File: src/rtl/alu_decode_stage_if.sv
// Instruction-in / decoded-bundle-out / writeback-retire signals of the ALU decode stage.
// slave = the decode stage itself, master = the surrounding fetch/issue environment.
interface alu_decode_stage_if #(
  parameter int SEL_W  = 4,
  parameter int DATA_W = 32,
  parameter int CNT_W  = 8
);
  logic              in_valid;
  logic              in_ready;
  logic [31:0]       instruction;
  logic              out_valid;
  logic              out_ready;
  logic [2:0]        alu_op;
  logic              alu_form;
  logic [1:0]        alu_vec_perci;
  logic              const_c;
  logic [DATA_W-1:0] constant;
  logic [SEL_W-1:0]  zero_reg;
  logic [SEL_W-1:0]  alu_a_select;
  logic [SEL_W-1:0]  alu_b_select;
  logic [SEL_W-1:0]  alu_c_select;
  logic [SEL_W-1:0]  alu_d_select;
  logic [SEL_W-1:0]  alu_y1_select;
  logic [SEL_W-1:0]  alu_y2_select;
  logic [1:0]        alu_write;
  logic [1:0]        wb_valid;
  logic [SEL_W-1:0]  wb_reg0;
  logic [SEL_W-1:0]  wb_reg1;
  logic              err_invalid;
  logic [CNT_W-1:0]  invalid_count;

  modport slave (
    input  in_valid, instruction, out_ready, wb_valid, wb_reg0, wb_reg1,
    output in_ready, out_valid, alu_op, alu_form, alu_vec_perci, const_c, constant, zero_reg,
           alu_a_select, alu_b_select, alu_c_select, alu_d_select, alu_y1_select, alu_y2_select,
           alu_write, err_invalid, invalid_count
  );

  modport master (
    output in_valid, instruction, out_ready, wb_valid, wb_reg0, wb_reg1,
    input  in_ready, out_valid, alu_op, alu_form, alu_vec_perci, const_c, constant, zero_reg,
           alu_a_select, alu_b_select, alu_c_select, alu_d_select, alu_y1_select, alu_y2_select,
           alu_write, err_invalid, invalid_count
  );
endinterface

File: src/rtl/alu_decode_stage.sv
// ALU decode stage, 1-cycle latency; in_ready drops while the output register is held or, with
// ALU_DEC_SCOREBOARD_EN defined, while a source/destination register has a pending write.
module alu_decode_stage #(
  parameter int SEL_W  = 4,
  parameter int DATA_W = 32,
  parameter int CNT_W  = 8
) (
  input  logic              clk,
  input  logic              rst,
  alu_decode_stage_if.slave bus
);
  localparam int NREG = 1 << SEL_W;

  typedef struct packed {
    logic [2:0]        op;
    logic              form;
    logic [1:0]        perci;
    logic              const_c;
    logic [DATA_W-1:0] constant;
    logic [SEL_W-1:0]  zero_reg;
    logic [SEL_W-1:0]  a_sel;
    logic [SEL_W-1:0]  b_sel;
    logic [SEL_W-1:0]  c_sel;
    logic [SEL_W-1:0]  d_sel;
    logic [SEL_W-1:0]  y1_sel;
    logic [SEL_W-1:0]  y2_sel;
    logic [1:0]        write;
  } bundle_t;

  bundle_t          dec, bundle_q, bundle_d;
  logic             out_valid_q, out_valid_d;
  logic             err_invalid_q, err_invalid_d;
  logic [CNT_W-1:0] invalid_count_q, invalid_count_d;
  logic             is_const, is_invalid, hazard, accept, issue;
  logic             unused_bits;

  assign unused_bits = ^bus.instruction[31:29];

  always_comb begin
    is_const   = bus.instruction[28] & ~bus.instruction[24];
    is_invalid = bus.instruction[28] & bus.instruction[24];
    dec         = '0;
    dec.op      = bus.instruction[27:25];
    dec.form    = bus.instruction[24];
    dec.perci   = bus.instruction[23:22];
    dec.const_c = bus.instruction[28];
    dec.a_sel   = bus.instruction[4*SEL_W-1 -: SEL_W];
    dec.y1_sel  = dec.a_sel;
    if (is_const) begin
      // b/c/d bit positions carry the low immediate here, so those selects stay 0
      dec.constant = DATA_W'({bus.instruction[21:16], bus.instruction[11:0]});
      dec.zero_reg = SEL_W'(4'b1010);
      dec.write    = 2'b01;
    end else begin
      dec.b_sel  = bus.instruction[3*SEL_W-1 -: SEL_W];
      dec.c_sel  = bus.instruction[2*SEL_W-1 -: SEL_W];
      dec.d_sel  = bus.instruction[SEL_W-1:0];
      dec.y2_sel = dec.c_sel;
      dec.write  = {dec.y2_sel != '0, dec.y1_sel != '0};
    end
  end

  assign bus.in_ready = (~out_valid_q | bus.out_ready) & ~hazard;
  assign accept       = bus.in_valid & bus.in_ready;
  assign issue        = accept & ~is_invalid;

`ifdef ALU_DEC_SCOREBOARD_EN
  logic [NREG-1:0] pending_q, pending_d, retired, busy, set_mask;

  always_comb begin
    retired = '0;
    if (bus.wb_valid[0]) retired[bus.wb_reg0] = 1'b1;
    if (bus.wb_valid[1]) retired[bus.wb_reg1] = 1'b1;
    busy    = pending_q & ~retired;
    busy[0] = 1'b0;
  end

  // Unused selects are 0 and busy[0] is never set, so they cannot cause a stall
  always_comb begin
    hazard = 1'b0;
    if (bus.in_valid && !is_invalid) begin
      hazard = busy[dec.a_sel] | busy[dec.b_sel] | busy[dec.c_sel] | busy[dec.d_sel]
             | (dec.write[0] & busy[dec.y1_sel]) | (dec.write[1] & busy[dec.y2_sel]);
    end
  end

  always_comb begin
    set_mask = '0;
    if (issue) begin
      if (dec.write[0]) set_mask[dec.y1_sel] = 1'b1;
      if (dec.write[1]) set_mask[dec.y2_sel] = 1'b1;
    end
    set_mask[0] = 1'b0;
    pending_d   = busy | set_mask;
  end

  always_ff @(posedge clk) begin
    if (rst) pending_q <= '0;
    else     pending_q <= pending_d;
  end
`else
  logic unused_wb;
  assign unused_wb = ^{bus.wb_valid, bus.wb_reg0, bus.wb_reg1};
  assign hazard    = 1'b0;
`endif

  always_comb begin
    bundle_d        = bundle_q;
    out_valid_d     = out_valid_q & ~bus.out_ready;
    if (issue) begin
      bundle_d    = dec;
      out_valid_d = 1'b1;
    end
    err_invalid_d   = accept & is_invalid;
    invalid_count_d = invalid_count_q;
    if (err_invalid_d && (invalid_count_q != '1)) invalid_count_d = invalid_count_q + CNT_W'(1);
  end

  always_ff @(posedge clk) begin
    if (rst) begin
      bundle_q        <= '0;
      out_valid_q     <= 1'b0;
      err_invalid_q   <= 1'b0;
      invalid_count_q <= '0;
    end else begin
      bundle_q        <= bundle_d;
      out_valid_q     <= out_valid_d;
      err_invalid_q   <= err_invalid_d;
      invalid_count_q <= invalid_count_d;
    end
  end

  assign bus.out_valid     = out_valid_q;
  assign bus.alu_op        = bundle_q.op;
  assign bus.alu_form      = bundle_q.form;
  assign bus.alu_vec_perci = bundle_q.perci;
  assign bus.const_c       = bundle_q.const_c;
  assign bus.constant      = bundle_q.constant;
  assign bus.zero_reg      = bundle_q.zero_reg;
  assign bus.alu_a_select  = bundle_q.a_sel;
  assign bus.alu_b_select  = bundle_q.b_sel;
  assign bus.alu_c_select  = bundle_q.c_sel;
  assign bus.alu_d_select  = bundle_q.d_sel;
  assign bus.alu_y1_select = bundle_q.y1_sel;
  assign bus.alu_y2_select = bundle_q.y2_sel;
  assign bus.alu_write     = bundle_q.write;
  assign bus.err_invalid   = err_invalid_q;
  assign bus.invalid_count = invalid_count_q;
endmodule
File: src/flat_wrapper.sv
// flat-port wrapper written by rule: the top's interface ports become plain ports
module alu_decode_stage_flat 
#(
  parameter int SEL_W  = 4,
  parameter int DATA_W = 32,
  parameter int CNT_W  = 8
)
  (clk, rst, bus_in_valid, bus_instruction, bus_out_ready, bus_wb_valid, bus_wb_reg0, bus_wb_reg1, bus_in_ready, bus_out_valid, bus_alu_op, bus_alu_form, bus_alu_vec_perci, bus_const_c, bus_constant, bus_zero_reg, bus_alu_a_select, bus_alu_b_select, bus_alu_c_select, bus_alu_d_select, bus_alu_y1_select, bus_alu_y2_select, bus_alu_write, bus_err_invalid, bus_invalid_count);
  alu_decode_stage_if #(.SEL_W(SEL_W), .DATA_W(DATA_W), .CNT_W(CNT_W)) bus_i ();
  input  logic clk;
  input  logic rst;
  input wire logic [$bits(bus_i.in_valid)-1:0] bus_in_valid;
  input wire logic [$bits(bus_i.instruction)-1:0] bus_instruction;
  input wire logic [$bits(bus_i.out_ready)-1:0] bus_out_ready;
  input wire logic [$bits(bus_i.wb_valid)-1:0] bus_wb_valid;
  input wire logic [$bits(bus_i.wb_reg0)-1:0] bus_wb_reg0;
  input wire logic [$bits(bus_i.wb_reg1)-1:0] bus_wb_reg1;
  output wire logic [$bits(bus_i.in_ready)-1:0] bus_in_ready;
  output wire logic [$bits(bus_i.out_valid)-1:0] bus_out_valid;
  output wire logic [$bits(bus_i.alu_op)-1:0] bus_alu_op;
  output wire logic [$bits(bus_i.alu_form)-1:0] bus_alu_form;
  output wire logic [$bits(bus_i.alu_vec_perci)-1:0] bus_alu_vec_perci;
  output wire logic [$bits(bus_i.const_c)-1:0] bus_const_c;
  output wire logic [$bits(bus_i.constant)-1:0] bus_constant;
  output wire logic [$bits(bus_i.zero_reg)-1:0] bus_zero_reg;
  output wire logic [$bits(bus_i.alu_a_select)-1:0] bus_alu_a_select;
  output wire logic [$bits(bus_i.alu_b_select)-1:0] bus_alu_b_select;
  output wire logic [$bits(bus_i.alu_c_select)-1:0] bus_alu_c_select;
  output wire logic [$bits(bus_i.alu_d_select)-1:0] bus_alu_d_select;
  output wire logic [$bits(bus_i.alu_y1_select)-1:0] bus_alu_y1_select;
  output wire logic [$bits(bus_i.alu_y2_select)-1:0] bus_alu_y2_select;
  output wire logic [$bits(bus_i.alu_write)-1:0] bus_alu_write;
  output wire logic [$bits(bus_i.err_invalid)-1:0] bus_err_invalid;
  output wire logic [$bits(bus_i.invalid_count)-1:0] bus_invalid_count;
  assign bus_i.in_valid = bus_in_valid;
  assign bus_i.instruction = bus_instruction;
  assign bus_i.out_ready = bus_out_ready;
  assign bus_i.wb_valid = bus_wb_valid;
  assign bus_i.wb_reg0 = bus_wb_reg0;
  assign bus_i.wb_reg1 = bus_wb_reg1;
  assign bus_in_ready = bus_i.in_ready;
  assign bus_out_valid = bus_i.out_valid;
  assign bus_alu_op = bus_i.alu_op;
  assign bus_alu_form = bus_i.alu_form;
  assign bus_alu_vec_perci = bus_i.alu_vec_perci;
  assign bus_const_c = bus_i.const_c;
  assign bus_constant = bus_i.constant;
  assign bus_zero_reg = bus_i.zero_reg;
  assign bus_alu_a_select = bus_i.alu_a_select;
  assign bus_alu_b_select = bus_i.alu_b_select;
  assign bus_alu_c_select = bus_i.alu_c_select;
  assign bus_alu_d_select = bus_i.alu_d_select;
  assign bus_alu_y1_select = bus_i.alu_y1_select;
  assign bus_alu_y2_select = bus_i.alu_y2_select;
  assign bus_alu_write = bus_i.alu_write;
  assign bus_err_invalid = bus_i.err_invalid;
  assign bus_invalid_count = bus_i.invalid_count;
  alu_decode_stage #(.SEL_W(SEL_W), .DATA_W(DATA_W), .CNT_W(CNT_W)) u_core (.clk(clk), .rst(rst), .bus(bus_i));
endmodule
File: config.mk
export PLATFORM = sky130hd
export DESIGN_NAME = alu_decode_stage_flat
export DESIGN_NICKNAME = d
export VERILOG_FILES = /design/src/rtl/alu_decode_stage_if.sv /design/src/rtl/alu_decode_stage.sv /design/src/flat_wrapper.sv
export SDC_FILE = /design/constraint.sdc
export NUM_CORES = 1
export LEC_CHECK = 0
export BUFFER_PORTS_ARGS = -buffer_cell sky130_fd_sc_hd__buf_2
export CORE_ASPECT_RATIO = 0.9
export CORE_MARGIN = 2
export CORE_UTILIZATION = 41
export CTS_BUF_LIST = sky130_fd_sc_hd__clkbuf_2
export CTS_CLUSTER_DIAMETER = 30
export DETAILED_ROUTE_END_ITERATION = 8
export GPL_TIMING_DRIVEN = 1
export PLACE_DENSITY = 0.77
export SLEW_MARGIN = 20
export SYNTH_ARGS = -nofsm -noshare
export SYNTH_HDL_FRONTEND = slang
export SYNTH_SLANG_ARGS = --single-unit
File: constraint.sdc
create_clock -name clk -period 1.6 [get_ports clk]
set_input_delay 0 -clock clk [delete_from_list [all_inputs] [get_ports clk]]
set_output_delay 0 -clock clk [all_outputs]
set_load 0.02 [all_outputs]
### Word-level counts from Yosys, hierarchy flattened

Cells that the tools add are included.

| storage, ports and cells | value |
|---|---|
| memories kept | 0 |
| output and inout port bits | 80 |
| memory bits (read-only) | 0 |
| word-level logic and storage cells | 36 |
| register bits after elaboration | 75 |
| bits in latches | 0 |
| input port bits | 46 |
| bits in writable memories | 0 |

| cells by class | value |
|---|---|
| equal/unequal tests | 1 |
| shift-type cells | 0 |
| reductions and logical operators | 3 |
| order comparisons | 0 |
| bitwise operators | 11 |
| muxes and demuxes | 5 |
| $mul | 0 |
| add/sub/neg operators | 1 |
| divide/modulo/power cells | 0 |

Operators by type and width:

| operator | count |
|---|---|
| 2-to-1 mux 22 bit | 1 |
| 2-to-1 mux 12 bit | 1 |
| adder 8 x 1 -> 8 bit (second input constant) | 1 |
| inequality test 8 bit (second input constant) | 1 |
| nonzero test 4 bit | 2 |
| AND 1 bit | 6 |
| 2-to-1 mux 4 bit | 1 |
| inverter 1 bit | 4 |
| 2-to-1 mux 2 bit | 1 |
| logical AND 1 bit | 1 |
| 2-to-1 mux 1 bit | 1 |
| OR 1 bit | 1 |

### Longest topological paths before layout

Gate-level depths: netlist of run 1.

| depth | value |
|---|---|
| depth in word-level cells | 5 |
| gate-level depth with buffers | 7 |
| gate-level depth less buffers | 5 |

### Worst setup path after synthesis of run 1

Ideal clock, no wire load.

| timing path | value |
|---|---|
| path type | register to register |
| start point | reg u_core.out_valid_q, in the netlist u_core.bus.out_valid |
| end point | reg u_core.invalid_count_q[7], in the netlist u_core.bus.invalid_count[7] |
| path buffers | 1 |
| period minus slack after synthesis | 1.659 ns |
| path slack | -0.059 ns |
| arrival time | 1.542 ns |
| cell stages (with the launch flop) | 7 |
| setup time | 0.116 ns |
| cell sequence | dfxtp_1 > nor2b_1 > buf_6 > inv_2 > nand3_1 > or4_1 > o211a_1 |

| between the ends | value |
|---|---|
| longest elaborated chain between the ends | 5 |

RTL lines:

| item | line | source |
|---|---|---|
| from (decl) | alu_decode_stage.sv:31 | `logic out_valid_q, out_valid_d;` |
| from (signal assigned) | alu_decode_stage.sv:127 | `out_valid_q <= out_valid_d;` |
| inverter 1 bit | alu_decode_stage.sv:63 | `assign bus.in_ready = (~out_valid_q \| bus.out_ready) & ~hazard;` |
| OR 1 bit | alu_decode_stage.sv:63 |  |
| via bus_in_ready | flat_wrapper.sv:18 | `output wire logic [$bits(bus_i.in_ready)-1:0] bus_in_ready;` |
| AND 1 bit | alu_decode_stage.sv:64 | `assign accept = bus.in_valid & bus.in_ready;` |
| AND 1 bit | alu_decode_stage.sv:114 | `err_invalid_d = accept & is_invalid;` |
| logical AND 1 bit | alu_decode_stage.sv:116 | `if (err_invalid_d && (invalid_count_q != '1)) invalid_count_d = invalid_count_q + CNT_W'(1);` |
| to (signal assigned) | alu_decode_stage.sv:129 | `invalid_count_q <= invalid_count_d;` |
| to (decl) | alu_decode_stage.sv:33 | `logic [CNT_W-1:0] invalid_count_q, invalid_count_d;` |

The timed path passes the listed nets, and every way through them passes these cells.
A chain may end at the register's enable or synchronous reset.

### Final worst setup path of run 1

| timing path | value |
|---|---|
| start point | reg u_core.invalid_count_q[0], in the netlist u_core.bus.invalid_count[0] |
| end point | reg u_core.invalid_count_q[5], in the netlist u_core.bus.invalid_count[5] |

| between the ends | value |
|---|---|
| longest elaborated chain between the ends | 2 |

RTL lines:

| item |
|---|
| branches (longest 2 deep; another with adder 8 x 1 -> 8 bit) |

Several ways; the timed one is not identified.

==> flow_metrics.env, run 1 <==
export IMPL_antenna_left=0
export IMPL_grt_pass1_wl_mm=9.018
export IMPL_clk_path_buf_depth=2
export IMPL_dp_hpwl_mm=3.522
export IMPL_synth_distinct_cells=35
export IMPL_crit_required_ps=1990
export IMPL_drt_wl_total_mm=5.870
export IMPL_io_buffers=96
export IMPL_setup_viol=0
export IMPL_layout_drive_gt1_share=0.3471
export IMPL_ios=126
export IMPL_ctsHtreeMaxLevel=2
export IMPL_path_clk_slew_ps=260
export IMPL_start_kind="flip-flop"
export IMPL_via_per_inst=4.940
export IMPL_peakVddDrop_mv=0.4770
export IMPL_max_freq_mhz=653.4
export IMPL_die_h_microns=73.21
export IMPL_period_share=0.9565
export IMPL_p_leak_nw=1.476
export IMPL_gp_congestion=0.7639
export IMPL_fillCellCount=448
export IMPL_post_route_min_period_ps=1530
export IMPL_synth_seq_cells=54
export IMPL_core_sq_um=5192
export IMPL_vias=2124
export IMPL_slew_violations=0
export IMPL_die_w_microns=80.90
export IMPL_powerDensity_nw_per_um2=847.7
export IMPL_drtPass1Iterations=5
export IMPL_status="finished, final reports clean"
export IMPL_numCtsBuffers=5
export IMPL_crit_fanout=6
export IMPL_first_global_vias=1942
export IMPL_root_buffer="clkbuf_2"
export IMPL_worstSetupEndpointType="flip-flop"
export IMPL_dp_slack_ps=34.07
export IMPL_yosysMostFrequentCell="dfxtp_1"
export IMPL_antenna_cells=0
export IMPL_avgSynthCellArea_sq_um=9.092
export IMPL_synth_largest_area_cell="dfxtp_1"
export IMPL_clkSinkCount=54
export IMPL_fin_cells=430
export IMPL_clk_latency_ps=440
export IMPL_hold_class="primary input to flip-flop"
export IMPL_critPathKind="flip-flop to flip-flop"
export IMPL_synth_edff_count=0
export IMPL_crit_arrival_ps=1920
export IMPL_drt_iter0_drc=80
export IMPL_worst_slack_ps=69.63
export IMPL_fin_skew_ps=19.55
export IMPL_hold_viol=0
export IMPL_async_reset_ff_frac=0
export IMPL_rows=25
export IMPL_initial_core_util=0.4202
export IMPL_netlist_area_sq_um=2182
export IMPL_cts_tree="yes"
export IMPL_synthTopCellsByCount="54 x dfxtp_1, 37 x nor2_1, 30 x a22oi_1, 26 x buf_4, 21 x nand2_1"
export IMPL_synth_flop_cell="dfxtp_1"
export IMPL_globalRoute_totalOverflow=0
export IMPL_antenna_found_initial=0
export IMPL_synth_top_cells_by_area="dfxtp_1 50%, a22oi_1 10%, buf_4 8.9%"
export IMPL_dieArea_sq_um=5923
export IMPL_syn_to_final_growth_pct=41.80
export IMPL_netlist_area_leader_share=0.4954
export IMPL_drt_wirelength_per_cell_microns=13.65
export IMPL_fin_nets=409
export IMPL_syn_inst=240
export IMPL_seq_area_frac_synth=0.4954
export IMPL_remaining_drc_errors=0
export IMPL_max_cap_viol_count=0
export IMPL_yosysWarnings=0
export IMPL_groute_usage_overall=0.1973
export IMPL_largest_register_ffs=18
export IMPL_post_place_cells=389
export IMPL_grt_max_degree=42
metrics by stage:
stage	total power, mW	utilization	hold slack, ps	setup TNS, ps	cell area [sq um]
4_1_cts	2.632	0.5870	2.511	0	3048
5_1_grt	2.737	0.5959	23.78	-10.24	3094
3_3_place_gp	1.867	0.5120	245.1	0	2659
6_report	2.623	0.5959	18.89	0	3094
2_1_floorplan	1.755	-	136.0	0	2243
3_5_place_dp	1.875	0.5120	249.5	0	2659
cell families (layout without fill, tap and decap cells):
group / count (synthesis) / in the layout / synth area share
simple gates: 82 / 82 / 0.1766
compound gates: 55 / 55 / 0.1789
flops: 54 / 54 / 0.4954
other cells: 1 / 16 / 0.001719
xor+xnor: 1 / 1 / 0.004014
fa+ha+maj: 1 / 1 / 0.005733
buf+inv: 44 / 152 / 0.1284
mux: 2 / 2 / 0.009175
final cells by class:
cell class              instances  area (sq um)  area share
clock inverters                 2         37.54     0.01213
repair buffers                139         935.9      0.3025
multi-input cells             157         900.9      0.2911
well taps                      67         83.83     0.02709
inverters                       5         23.77    0.007683
flip-flops and latches         54          1082      0.3498
clock buffers                   6         30.03    0.009705
cells in the final DEF, fill, tap and decap left out, types with 4 or more instances in the layout:
cell type and n:
nand3_1 4, nor2_1 37, buf_4 8, a22oi_1 30
dfxtp_1 53, a21oi_1 13, clkbuf_2 6, buf_2 96
nand4_1 4, conb_1 16, dlygate4sd3_1 31, nand2_1 21
path summary, 6_finish.rpt:
kind                                            start                                       end  slack, ps  cells past startpoint
max          u_core.bus.invalid_count[0]$_SDFFE_PP0P_  u_core.bus.invalid_count[5]$_SDFFE_PP0P_         70                      5
min                               bus_instruction[28]      u_core.bus.alu_write[1]$_SDFFE_PP0P_         20                      5
max reg2reg  u_core.bus.invalid_count[0]$_SDFFE_PP0P_  u_core.bus.invalid_count[5]$_SDFFE_PP0P_         70                      5
min reg2reg         u_core.bus.alu_op[1]$_SDFFE_PP0P_         u_core.bus.alu_op[1]$_SDFFE_PP0P_        470                      2
timing repair:
item,in CTS,in global routing
pin swaps,0,2
endpoints found under the setup margin,1,32
endpoints found under the hold margin,53,0
gates resized for setup,1,4
hold buffers,31,0
setup buffers,0,1
gates cloned,0,1
routing by layer:
layer | wire [microns] | global-route usage | vias up
met5 | 0 | 0 | -
met4 | 111 | 0.06591 | 0
met3 | 426 | 0.06188 | 11
met2 | 2817 | 0.3370 | 95
met1 | 2514 | 0.2349 | 974
li1 | - | - | 1044
worst max-delay path: stages (launching register included):
cell and delay (ps):
dfxtp_2 380, ha_1 230, nand3_2 130, o2111ai_4 160, or4_1 430, a21oi_1 160
report_power, final:
part	switching [mW]	total [mW]	internal (mW)
sequential	0.0284	1.43	1.40
combinational	0.291	0.496	0.205
clock	0.428	0.697	0.270
Power figures use the tool's default switching activity.
==> run 2, diff against run 1 <==
- HOLD_SLACK_MARGIN: default -> 0.03
==> flow_metrics.env, run 2 (synthesis results as in run 1) <==
export IMPL_post_route_min_period_ps=1533
export IMPL_drt_iter0_drc=129
export IMPL_path_clk_slew_ps=270
export IMPL_initial_core_util=0.4202
export IMPL_antenna_left=0
export IMPL_gp_congestion=0.7639
export IMPL_p_leak_nw=1.480
export IMPL_crit_fanout=6
export IMPL_hold_class="primary input to flip-flop"
export IMPL_io_buffers=96
export IMPL_ctsHtreeMaxLevel=2
export IMPL_hold_viol=0
export IMPL_layout_drive_gt1_share=0.3462
export IMPL_status="finished, final reports clean"
export IMPL_drtPass1Iterations=4
export IMPL_final_common_cell="buf_2"
export IMPL_reg2reg_slack_ps=70
export IMPL_root_buffer="clkbuf_2"
export IMPL_period_share=0.9582
export IMPL_syn_to_final_growth_pct=42.26
export IMPL_cp_num_buf_inv=0
export IMPL_drt_wirelength_per_cell_microns=13.72
export IMPL_timing_hold_ws_ps=319.2
export IMPL_first_global_vias=1940
export IMPL_rows=25
export IMPL_slew_violations=0
export IMPL_slowest_stage="or4_1"
export IMPL_max_freq_mhz=652.2
export IMPL_start_kind="flip-flop"
export IMPL_drt_wl_total_mm=5.914
export IMPL_worst_slack_ps=66.83
export IMPL_antenna_cells=0
export IMPL_globalRoute_totalOverflow=0
export IMPL_dp_slack_ps=34.07
export IMPL_clkSinkCount=54
export IMPL_fin_skew_ps=19.67
export IMPL_antenna_found_initial=0
export IMPL_crit_family="simple AND/OR/NAND/NOR gates"
export IMPL_die_w_microns=80.90
export IMPL_ios=126
export IMPL_dp_hpwl_mm=3.522
export IMPL_die_h_microns=73.21
export IMPL_remaining_drc_errors=0
export IMPL_clk_path_buf_depth=2
export IMPL_largest_register_ffs=18
export IMPL_grt_pass1_wl_mm=9.087
export IMPL_final_cell_area_sq_um=3104
export IMPL_placed_cell_area_sq_um=2659
export IMPL_max_cap_viol_count=0
export IMPL_groute_usage_overall=0.1986
export IMPL_peakVddDrop_mv=0.4769
export IMPL_final_cell_mix="96 x buf_2, 53 x dfxtp_1, 37 x nor2_1"
export IMPL_cts_tree="yes"
export IMPL_critPathKind="flip-flop to flip-flop"
export IMPL_crit_arrival_ps=1920
export IMPL_dieArea_sq_um=5923
export IMPL_powerDensity_nw_per_um2=846.2
export IMPL_fin_nets=410
export IMPL_core_sq_um=5192
export IMPL_clk_latency_ps=440
export IMPL_vias=2130
export IMPL_numCtsBuffers=5
export IMPL_worstSetupEndpointType="flip-flop"
export IMPL_via_per_inst=4.942
export IMPL_critPathMaxStageDelay_ps=430
export IMPL_setup_viol=0
export IMPL_critical_path_cell_chain="ha_1 -> nand3_2 -> o2111ai_4 -> or4_1 -> a21oi_1"
export IMPL_p_total_mw=2.627
export IMPL_final_util=0.5978
export IMPL_grt_max_degree=42
export IMPL_crit_required_ps=1990
==> run 2: cell type report <==
cell class | instances | area, sq um
Fill cell | 447 | 2088
Tap cell | 67 | 83.83
Clock buffer | 6 | 30.03
Sequential cell | 54 | 1082
Inverter | 5 | 23.77
Clock inverter | 2 | 37.54
Timing Repair Buffer | 140 | 945.9
Multi-Input combinational cell | 157 | 900.9
==> run 2: power by group <==
part	internal (mW)	switching [mW]
Clock	0.270	0.429
Sequential	1.40	0.0284
Combinational	0.206	0.292
Total	1.88	0.750
==> run 2: metal layers <==
layer,vias up,global-route usage,part of all wire
met4,0,0.06591,0.019
met1,983,0.2365,0.43
met5,-,0,0
met3,11,0.06188,0.069
met2,91,0.3398,0.48
li1,1045,-,-
==> run 2: worst paths after layout <==
check | startpoint | endpoint | depth (start not counted)
setup / recovery | u_core.bus.invalid_count[0]$_SDFFE_PP0P_ | u_core.bus.invalid_count[5]$_SDFFE_PP0P_ | 5
hold / removal | bus_instruction[18] | u_core.bus.constant[14]$_SDFFE_PP0P_ | 4
setup reg to reg | u_core.bus.invalid_count[0]$_SDFFE_PP0P_ | u_core.bus.invalid_count[5]$_SDFFE_PP0P_ | 5
hold reg to reg | u_core.bus.alu_op[1]$_SDFFE_PP0P_ | u_core.bus.alu_op[1]$_SDFFE_PP0P_ | 2
==> run 2: what timing repair did <==
item	in CTS	in global routing
endpoints found under the hold margin	53	0
endpoints found under the setup margin	1	32
setup buffers	0	1
hold buffers	32	0
pin swaps	0	2
resized for setup	1	4
gates cloned	0	1
==> run 2: tightest hold or removal path: stages <==
cell and delay [ps]:
dlygate4sd3_1 520, buf_2 90, a22oi_1 60, nor2_1 70
==> run 2: metrics by stage <==
step / setup TNS, ps / std cells
floorplan: 0 / 255
global placement: 0 / 389
detailed placement: 0 / 389
CTS: 0 / 429
global route: -10.24 / 431
finish: 0 / 431
